<file path="src/rtl/msrv32_muldiv_unit_if.sv">
// Operand/result bundle between the register-file read stage, the mul/div unit and stage-3 writeback.
// Master drives the request side; slave (the unit) drives status and result.
interface msrv32_muldiv_unit_if #(
    parameter int XLEN = 32
);
    logic            start_in;
    logic [2:0]      funct3_in;
    logic [XLEN-1:0] rs_1_in;
    logic [XLEN-1:0] rs_2_in;
    logic [4:0]      rd_addr_in;
    logic            flush_in;
    logic            busy_out;
    logic            valid_out;
    logic [XLEN-1:0] result_out;
    logic [4:0]      rd_addr_out;

    modport master (
        output start_in, funct3_in, rs_1_in, rs_2_in, rd_addr_in, flush_in,
        input  busy_out, valid_out, result_out, rd_addr_out
    );

    modport slave (
        input  start_in, funct3_in, rs_1_in, rs_2_in, rd_addr_in, flush_in,
        output busy_out, valid_out, result_out, rd_addr_out
    );
endinterface

</file>
<file path="src/rtl/msrv32_muldiv_unit.sv">
// Iterative RV32M multiply/divide: one bit per cycle (shift-add / restoring), XLEN+1 cycles per op,
// 1 cycle for divide special cases. busy_out holds the pipeline; start_in is only taken in IDLE.
module msrv32_muldiv_unit #(
    parameter int XLEN = 32
) (
    input  logic                 clk_in,
    input  logic                 reset_in,
    msrv32_muldiv_unit_if.slave  bus
);
    localparam int CW = $clog2(XLEN) + 1;

    typedef enum logic [1:0] {IDLE, CALC, DONE} state_t;

    state_t          state_q, state_d;
    logic [CW-1:0]   cnt_q, cnt_d;
    logic [XLEN-1:0] hi_q, hi_d;
    logic [XLEN-1:0] lo_q, lo_d;
    logic [XLEN-1:0] opa_q, opa_d;
    logic [XLEN-1:0] result_q, result_d;
    logic [4:0]      rd_q, rd_d;
    logic [4:0]      rd_out_q, rd_out_d;
    logic [2:0]      f3_q, f3_d;
    logic            neg_q, neg_d;
    logic            neg_rem_q, neg_rem_d;

    // Request decode (combinational, only consumed in IDLE)
    logic            s1_en, s2_en, neg1, neg2, div_zero, div_ovf;
    logic [XLEN-1:0] mag1, mag2, min_val;

    // Iteration datapath
    logic [XLEN:0]     mul_sum;
    logic [XLEN+1:0]   div_diff;
    logic [XLEN-1:0]   hi_n, lo_n, quot, rem;
    logic [2*XLEN-1:0] prod, prod_f;

    always_comb begin
        min_val  = {1'b1, {(XLEN-1){1'b0}}};
        s1_en    = ~bus.funct3_in[0] | (bus.funct3_in[2:1] == 2'b00);
        s2_en    = (bus.funct3_in[2:1] == 2'b00) | (bus.funct3_in[2] & ~bus.funct3_in[0]);
        neg1     = s1_en & bus.rs_1_in[XLEN-1];
        neg2     = s2_en & bus.rs_2_in[XLEN-1];
        mag1     = neg1 ? -bus.rs_1_in : bus.rs_1_in;
        mag2     = neg2 ? -bus.rs_2_in : bus.rs_2_in;
        div_zero = bus.funct3_in[2] & (bus.rs_2_in == '0);
        div_ovf  = bus.funct3_in[2] & ~bus.funct3_in[0] &
                   (bus.rs_1_in == min_val) & (bus.rs_2_in == '1);
    end

    always_comb begin
        mul_sum  = {1'b0, hi_q} + (lo_q[0] ? {1'b0, opa_q} : {(XLEN+1){1'b0}});
        div_diff = {1'b0, hi_q, lo_q[XLEN-1]} - {2'b00, opa_q};
        if (f3_q[2]) begin
            // Borrow out means the shifted remainder is below the divisor: restore
            if (div_diff[XLEN+1]) begin
                hi_n = {hi_q[XLEN-2:0], lo_q[XLEN-1]};
                lo_n = {lo_q[XLEN-2:0], 1'b0};
            end else begin
                hi_n = div_diff[XLEN-1:0];
                lo_n = {lo_q[XLEN-2:0], 1'b1};
            end
        end else begin
            hi_n = mul_sum[XLEN:1];
            lo_n = {mul_sum[0], lo_q[XLEN-1:1]};
        end
        prod   = {hi_n, lo_n};
        prod_f = neg_q ? -prod : prod;
        quot   = neg_q ? -lo_n : lo_n;
        rem    = neg_rem_q ? -hi_n : hi_n;
    end

    always_comb begin
        state_d   = state_q;
        cnt_d     = cnt_q;
        hi_d      = hi_q;
        lo_d      = lo_q;
        opa_d     = opa_q;
        result_d  = result_q;
        rd_d      = rd_q;
        rd_out_d  = rd_out_q;
        f3_d      = f3_q;
        neg_d     = neg_q;
        neg_rem_d = neg_rem_q;

        unique case (state_q)
            IDLE: begin
                if (bus.start_in && !bus.flush_in) begin
                    f3_d      = bus.funct3_in;
                    rd_d      = bus.rd_addr_in;
                    neg_d     = neg1 ^ neg2;
                    neg_rem_d = neg1;
                    hi_d      = '0;
                    if (bus.funct3_in[2]) begin
                        opa_d = mag2;
                        lo_d  = mag1;
                    end else begin
                        opa_d = mag1;
                        lo_d  = mag2;
                    end
                    if (div_zero || div_ovf) begin
                        state_d  = DONE;
                        rd_out_d = bus.rd_addr_in;
                        if (div_zero)
                            result_d = bus.funct3_in[1] ? bus.rs_1_in : '1;
                        else
                            result_d = bus.funct3_in[1] ? '0 : bus.rs_1_in;
                    end else begin
                        state_d = CALC;
                        cnt_d   = CW'(XLEN);
                    end
                end
            end
            CALC: begin
                if (bus.flush_in) begin
                    state_d = IDLE;
                    cnt_d   = '0;
                end else begin
                    hi_d  = hi_n;
                    lo_d  = lo_n;
                    cnt_d = cnt_q - CW'(1);
                    if (cnt_q == CW'(1)) begin
                        state_d  = DONE;
                        rd_out_d = rd_q;
                        if (f3_q[2])
                            result_d = f3_q[1] ? rem : quot;
                        else
                            result_d = (f3_q[1:0] == 2'b00) ? prod_f[XLEN-1:0]
                                                             : prod_f[2*XLEN-1:XLEN];
                    end
                end
            end
            DONE:    state_d = IDLE;
            default: state_d = IDLE;
        endcase
    end

    always_ff @(posedge clk_in) begin
        if (reset_in) begin
            state_q   <= IDLE;
            cnt_q     <= '0;
            hi_q      <= '0;
            lo_q      <= '0;
            opa_q     <= '0;
            result_q  <= '0;
            rd_q      <= '0;
            rd_out_q  <= '0;
            f3_q      <= '0;
            neg_q     <= 1'b0;
            neg_rem_q <= 1'b0;
        end else begin
            state_q   <= state_d;
            cnt_q     <= cnt_d;
            hi_q      <= hi_d;
            lo_q      <= lo_d;
            opa_q     <= opa_d;
            result_q  <= result_d;
            rd_q      <= rd_d;
            rd_out_q  <= rd_out_d;
            f3_q      <= f3_d;
            neg_q     <= neg_d;
            neg_rem_q <= neg_rem_d;
        end
    end

    assign bus.busy_out    = (state_q != IDLE);
    assign bus.valid_out   = (state_q == DONE);
    assign bus.result_out  = result_q;
    assign bus.rd_addr_out = rd_out_q;
endmodule

</file>
<file path="src/flat_wrapper.sv">
// flat-port wrapper written by rule: the top's interface ports become plain ports
module msrv32_muldiv_unit_flat 
#(
    parameter int XLEN = 32
)
  (clk_in, reset_in, bus_start_in, bus_funct3_in, bus_rs_1_in, bus_rs_2_in, bus_rd_addr_in, bus_flush_in, bus_busy_out, bus_valid_out, bus_result_out, bus_rd_addr_out);
  msrv32_muldiv_unit_if #(.XLEN(XLEN)) bus_i ();
  input  logic clk_in;
  input  logic reset_in;
  input wire logic [$bits(bus_i.start_in)-1:0] bus_start_in;
  input wire logic [$bits(bus_i.funct3_in)-1:0] bus_funct3_in;
  input wire logic [$bits(bus_i.rs_1_in)-1:0] bus_rs_1_in;
  input wire logic [$bits(bus_i.rs_2_in)-1:0] bus_rs_2_in;
  input wire logic [$bits(bus_i.rd_addr_in)-1:0] bus_rd_addr_in;
  input wire logic [$bits(bus_i.flush_in)-1:0] bus_flush_in;
  output wire logic [$bits(bus_i.busy_out)-1:0] bus_busy_out;
  output wire logic [$bits(bus_i.valid_out)-1:0] bus_valid_out;
  output wire logic [$bits(bus_i.result_out)-1:0] bus_result_out;
  output wire logic [$bits(bus_i.rd_addr_out)-1:0] bus_rd_addr_out;
  assign bus_i.start_in = bus_start_in;
  assign bus_i.funct3_in = bus_funct3_in;
  assign bus_i.rs_1_in = bus_rs_1_in;
  assign bus_i.rs_2_in = bus_rs_2_in;
  assign bus_i.rd_addr_in = bus_rd_addr_in;
  assign bus_i.flush_in = bus_flush_in;
  assign bus_busy_out = bus_i.busy_out;
  assign bus_valid_out = bus_i.valid_out;
  assign bus_result_out = bus_i.result_out;
  assign bus_rd_addr_out = bus_i.rd_addr_out;
  msrv32_muldiv_unit #(.XLEN(XLEN)) u_core (.clk_in(clk_in), .reset_in(reset_in), .bus(bus_i));
endmodule
</file>
<file path="config.mk">
export PLATFORM = sky130hd
export DESIGN_NAME = msrv32_muldiv_unit_flat
export DESIGN_NICKNAME = d
export VERILOG_FILES = /design/src/rtl/msrv32_muldiv_unit_if.sv /design/src/rtl/msrv32_muldiv_unit.sv /design/src/flat_wrapper.sv
export SDC_FILE = /design/constraint.sdc
export NUM_CORES = 1
export LEC_CHECK = 0
export ABC_AREA = 1
export CORE_AREA = 2 2 145 254
export CTS_BUF_LIST = sky130_fd_sc_hd__clkbuf_4 sky130_fd_sc_hd__clkbuf_8
export CTS_CLUSTER_SIZE = 24
export DETAILED_ROUTE_END_ITERATION = 16
export DIE_AREA = 0 0 147 256
export PLACE_DENSITY = 0.69
export SYNTH_ARGS = -nofsm -noshare
export SYNTH_HDL_FRONTEND = slang
export SYNTH_SLANG_ARGS = --single-unit
</file>
<file path="constraint.sdc">
create_clock -name clk_in -period 8.4 [get_ports clk_in]
set_input_delay 1.68 -clock clk_in [delete_from_list [all_inputs] [get_ports clk_in]]
set_output_delay 1.68 -clock clk_in [all_outputs]
set_load 0.1 [all_outputs]
</file>
; ---- After elaboration in Yosys (flattened, before gate mapping)
; Cells that the tools add are included.
[totals]
ff_bits = 151
input_bits = 76
elab_cells = 97
out_inout_bits = 39
[op_classes]
n_mux = 43
n_reduce_logical = 14
bitwise_logic = 10
eq_ne = 11
add_sub_neg = 8
[ops]
columns = operator, n
row1 = two-way mux 32 bit, 24
row2 = one-hot mux 32 bit (2 select lines), 3
row3 = negator 32 bit, 4
row4 = == test 32 bit (second input constant), 2
row5 = two-way mux 64 bit, 1
row6 = negator 64 bit, 1
row7 = subtractor 33 x 32 -> 34 bit, 1
row8 = adder 32 x 33 -> 33 bit, 1
row9 = logical NOT 32 bit, 1
row10 = two-way mux 5 bit, 4
row11 = two-way mux 6 bit, 3
row12 = one-hot mux 6 bit (2 select lines), 1
row13 = one-hot mux 5 bit (2 select lines), 1
row14 = two-way mux 2 bit, 4
row15 = bitwise AND 1 bit, 6
row16 = == test 6 x 1 -> 1 bit (second input constant), 1
row17 = logical NOT 2 bit, 3
row18 = != test 2 x 1 -> 1 bit (second input constant), 3
row19 = AND reduction 3 bit, 2
row20 = subtractor 6 x 1 -> 6 bit (second input constant), 1
row21 = AND reduction 5 bit, 1
row22 = != test 2 bit (second input constant), 2
row23 = one-hot mux 2 bit (2 select lines), 1
row24 = AND reduction 2 bit, 2
row25 = other kinds (11), 13

; ---- Logic depth before layout (Yosys ltp)
[logic_depth]
ltp_word = 10
mapped_depth = 37
depth_no_buf = 36

; ---- Least setup slack after synthesis
; Ideal clock, no wire load.
[synth_path]
path_kind = input to register
start = input bus_rs_2_in[0]
end = register u_core.result_q[31], in the netlist u_core.bus.result_out[31]
path_buffers = 1
setup_slack_ns = 4.543
required_time_ns = 8.333
arrival_ns = 3.789
stages = 20
setup_time_ns = 0.067
cell_sequence = inv_1 ha_1 inv_1 nor2_1 nand3_1 nor2_2 nand3_1 nor3_2 nand2_1 nor2_1 nand3_1 nor2_1 nand2_1 nor3_2 nand4_1 clkbuf_1 o21bai_1 a31oi_1 nand2_1 a21oi_2
[synth_between]
elab_chain_cells = 6
word_cells_on_any_way = 11
cone_classes = 2 x eq/ne / 4 x mux / 2 x bitwise / 3 x reduce/logical
[synth_rtl]
columns = element, line
row1 = from (decl), flat_wrapper.sv:13  ; input wire logic [$bits(bus_i.rs_2_in)-1:0] bus_rs_2_in;
row2 = logical NOT 32 bit, msrv32_muldiv_unit.sv:44  ; div_zero = bus.funct3_in[2] & (bus.rs_2_in == '0);
row3 = bitwise AND 1 bit, msrv32_muldiv_unit.sv:44
row4 = two-way mux 32 bit, msrv32_muldiv_unit.sv:102  ; if (div_zero)
row5 = two-way mux 32 bit, msrv32_muldiv_unit.sv:99  ; if (div_zero || div_ovf) begin
row6 = two-way mux 32 bit, msrv32_muldiv_unit.sv:86  ; if (bus.start_in && !bus.flush_in) begin
row7 = one-hot mux 32 bit (2 select lines), msrv32_muldiv_unit.sv:84  ; unique case (state_q)
row8 = to (signal assigned), msrv32_muldiv_unit.sv:155  ; result_q <= result_d;
row9 = to (decl), msrv32_muldiv_unit.sv:19  ; logic [XLEN-1:0] result_q, result_d;
; Parallel ways exist; a longest one is shown, timed or not. The select of a mux whose other input is x is not followed.
; A chain may end at the register's enable or synchronous reset.

; ---- Worst setup path in the final report
[layout_path]
start = register u_core.opa_q[26]
end = register u_core.result_q[23], in the netlist u_core.bus.result_out[23]
[layout_between]
elab_chain_cells = 10
word_cells_on_any_way = 17
cone_classes = 4 x add/sub / 13 x mux
[layout_rtl]
columns = element, line
row1 = from (decl), msrv32_muldiv_unit.sv:18  ; logic [XLEN-1:0] opa_q, opa_d;
row2 = from (signal assigned), msrv32_muldiv_unit.sv:154  ; opa_q <= opa_d;
row3 = subtractor 33 x 32 -> 34 bit *, msrv32_muldiv_unit.sv:51  ; div_diff = {1'b0, hi_q, lo_q[XLEN-1]} - {2'b00, opa_q};
row4 = two-way mux 1 bit or two-way mux 32 bit (tied branches), msrv32_muldiv_unit.sv:54  ; if (div_diff[XLEN+1]) begin
row5 = two-way mux 32 bit, msrv32_muldiv_unit.sv:52  ; if (f3_q[2]) begin
row6 = "negator 64 bit, or another cell as far along", msrv32_muldiv_unit.sv:66  ; prod_f = neg_q ? -prod : prod;
row7 = "two-way mux 64 bit, or another cell as far along", msrv32_muldiv_unit.sv:66
row8 = two-way mux 32 bit (on tied branches), "msrv32_muldiv_unit.sv:126, msrv32_muldiv_unit.sv:124"
row9 = two-way mux 32 bit *, msrv32_muldiv_unit.sv:123  ; if (f3_q[2])
row10 = two-way mux 32 bit *, msrv32_muldiv_unit.sv:120  ; if (cnt_q == CW'(1)) begin
row11 = two-way mux 32 bit *, msrv32_muldiv_unit.sv:113  ; if (bus.flush_in) begin
row12 = one-hot mux 32 bit (2 select lines) *, msrv32_muldiv_unit.sv:84
; Every way passes the cells marked *; elsewhere a longest branch is shown, timed or not. The select of a mux whose other input is x is not followed.

==> key figures <==
Yosys
  • Synth area leaders: nand2_1, dfxtp_1, inv_1
  • Mux cell area share after synthesis: 0%
  • Combinational family with the most area after synthesis: simple AND/OR/NAND/NOR gates
  • YS warnings: 0
  • Cell count after synthesis: 3397
  • Leading area contributor after synthesis: nand2_1
  • Syn_nets: 3546
  • Synth async-reset ratio: 0%
  • Sequential area share after synthesis: 16.2%
  • Synth Area in Simple Gates: 43.7%
  • Count leader, synth: nand2_1
  • Post-Synth XOR/XNOR Area: 5.21%
  • Mapped Avg Cell Area: 5.49 µm²
  • Mapped cell area: 18600 µm²
  • Synth top cells by count: nand2_1, inv_1, nor2_1
  • Cell variety after synth: 53
  • EDFF count, synth: 0
  • Top_reg_cell synth: dfxtp_1
  • Yosys top cell area share: 22.7%
  • Post-synthesis register bit count: 151
  • Compound-Gate Fraction of Synth Area: 17.0%
  • Post-synthesis adder-cell area fraction: 4.98%

Clock tree
  • Post-CTS setup buffer count: 0
  • Root Buffer: clkbuf_8
  • Clock buffer count from CTS: 17
  • Clk slew on worst S/H paths: 0.10 ns
  • Worst-Skew Late Latency: 0.54 ns
  • Post-cts resize count: 0
  • CTS Buffer Depth: 2
  • CTS tree: yes
  • CTS Sinks: 151
  • Post-CTS Hold Fix Bufs: 0
  • H-tree depth: 4

STA
  • Setup Skew: 0.0207 ns
  • Fmax: 172 MHz
  • Pins over their slew limit: 0
  • Rel. slew slack: 18.0%
  • Final Cycle Share: 69.1%
  • Worst-Margin Slew: 1.22 ns
  • Final Hold Fails: 0
  • Minimum clock period: 5.81 ns
  • Setup TNS: 0 ns
  • RSZ-0062 raised after global routing: no
  • Final setup violation count: 0

Global routing
  • Global route total overflow: 0
  • Antenna violations before repair: 8
  • Pin count of the biggest net entering global routing: 76
  • Number of global-route vias before repair: 23.1k
  • Gr usage total: 47.7%
  • Global-route wire length before repair: 136000 µm

Power
  • Cell Pwr Density: 142 nW/µm²
  • Leak: 10.2 nW
  • Total power: 2.90 mW
  • Peak supply drop: 118 µV

Floorplanning
  • Initial core utilization: 52.3%
  • # rows: 92
  • I/O pins: 115
  • Core box area: 35700 µm²
  • Die area: 37600 µm²
  • DIE WIDTH: 147 µm
  • Chip height: 256 µm

Run
  • Max-Cap Viols: 0

Critical path
  • CP endpoint: u_core.bus.result_out[23]$_SDFFE_PP0P_
  • Reg-to-Reg End: u_core.bus.result_out[23]$_SDFFE_PP0P_
  • Critical setup path kind: flop to flop
  • Required time worst endpoint: 8.80 ns
  • Critical Path Start Type: flop
  • CP endpoint kind: flop
  • Most used cell, CP: nand2_1
  • Reg-to-reg setup timing slack: 2.59 ns
  • Crit path largest cell delay: 0.61 ns
  • CP startpoint: u_core.opa_q[26]$_SDFFE_PP0P_
  • Slowest CP cell: nand2_4
  • CP Data Arrival Time: 6.21 ns
  • Worst Reg-to-Reg Cells: 23
  • Max Fanout on Critical Path: 35
  • Cell Chain, Critical Path: inv_1 -> ha_1 -> nand2_1 -> nor2_1 -> nand2_1 -> nor2_1 -> nand2_2 -> nand2_4 -> nand2_1 -> nand3_1 -> nand2_1 -> nor2_2 -> nand2_1 -> nor2_2 -> nand2_1 -> nand2_1 -> nand2_1 -> nand2_1 -> nand2_1 -> o21ai_1 -> nand3_1 -> nand2_1 -> a21oi_1
  • Reg-to-reg startpoint: u_core.opa_q[26]$_SDFFE_PP0P_

Routing
  • Avg Vias per Cell: 6.09
  • Starting DRT DRC Count: 2292
  • Detailed Route WL: 91100 µm
  • DRC: 0
  • Per-cell routed wire length: 23.3 µm
  • Antenna viol nets, final: 0
  • Vias: 23.8k
  • TritonRoute pass-1 iters: 8

Placed design
  • GP Congestion: 1.11
  • Port bufs: 114
  • Post-DP HPWL: 69600 µm
  • Placed Area: 20000 µm²
  • Dpl cells: 3866

Cells and area
  • Final Cell Area: 20400 µm²
  • Fin util: 57.2%
  • Share of cells above drive strength 1: 5.11%
  • Nets: 3564
  • Area growth syn-to-layout: 9.41%
  • Final cell count without fillers: 3903

Worst hold path
  • Worst hold path class: flop to flop

Outcome
  • Status: completed
-- logic make-up after synthesis --
kind of cell	after synthesis
and+or+nand+nor	1902
AOI/OAI and AO/OA	546
xor gates and xnor gates	111
DFF	151
buffers and inverters	614
adders and majority gates	73
-- critical path, delay by kind of cell (launching register included) --
family	cells	cell delay, ns
AOI/OAI and AO/OA	2	0.22
adders and majority gates	1	0.45
buffers and inverters	1	0.09
DFF	1	0.57
and+or+nand+nor	19	4.31
-- metrics by stage --
stage | hold WS (ns) | setup WS, ns
2_1_floorplan | 0.445 | 4.54
3_3_place_gp | 0.452 | 2.74
3_5_place_dp | 0.460 | 2.70
4_1_cts | 0.474 | 3.03
5_1_grt | 0.495 | 2.27
6_report | 0.480 | 2.59
-- layout make-up --
cell class,count,area (µm²)
clock inverter,14,185
clock buffer,18,248
tap,470,588
antenna,5,12.5
inverter,474,1780
timing repair buffer,139,1320
fill,3824,15300
multi-input combinational,2632,13200
sequential,151,3030
-- report_power, final --
part | internal (mW) | switching, mW
clock | 0.310 | 0.365
combinational | 0.386 | 1.04
sequential | 0.756 | 0.0462
-- flip-flops by register name, summed over array words and instances, names as in the netlist --
name,count
u_core.hi_q,32
u_core.state_q,2
u_core.lo_q,32
u_core.f3_q,3
u_core.bus.result_out,32
u_core.opa_q,32
u_core.neg_rem_q,1
u_core.neg_q,1
u_core.bus.rd_addr_out,5
u_core.cnt_q,6
u_core.rd_q,5
-- placed cells by master (no fill, tap or decap), drive strengths merged, types with 31 or more instances in the layout --
cell / count
o211ai: 39
nand2: 1154
a31oi: 47
nand3: 268
nor3: 39
clkdlybuf4s50: 113
xor2: 75
a21oi: 199
o21bai: 31
ha: 71
nand4: 57
dfxtp: 151
o21ai: 175
xnor2: 36
inv: 478
nor2: 338
-- worst min path at each step --
stage                                                       from                                     end  depth (start not counted)
after floorplan                     u_core.lo_q[27]$_SDFFE_PP0P_            u_core.lo_q[27]$_SDFFE_PP0P_                          2
after global placement              u_core.lo_q[30]$_SDFFE_PP0P_            u_core.lo_q[30]$_SDFFE_PP0P_                          2
after detailed placement            u_core.lo_q[27]$_SDFFE_PP0P_            u_core.lo_q[27]$_SDFFE_PP0P_                          2
after CTS                           u_core.lo_q[27]$_SDFFE_PP0P_            u_core.lo_q[27]$_SDFFE_PP0P_                          2
after global routing      u_core.bus.result_out[21]$_SDFFE_PP0P_  u_core.bus.result_out[21]$_SDFFE_PP0P_                          2
final                     u_core.bus.result_out[29]$_SDFFE_PP0P_  u_core.bus.result_out[29]$_SDFFE_PP0P_                          2
-- routing by layer --
| layer | part of all wire [%] | global-route usage (%) |
|---|---|---|
| met4 | 13 | 48.8 |
| met3 | 9.6 | 15.1 |
| met5 | 0.013 | 0 |
| met2 | 47 | 80.6 |
| met1 | 31 | 43.5 |
Power figures use the tool's default switching activity.
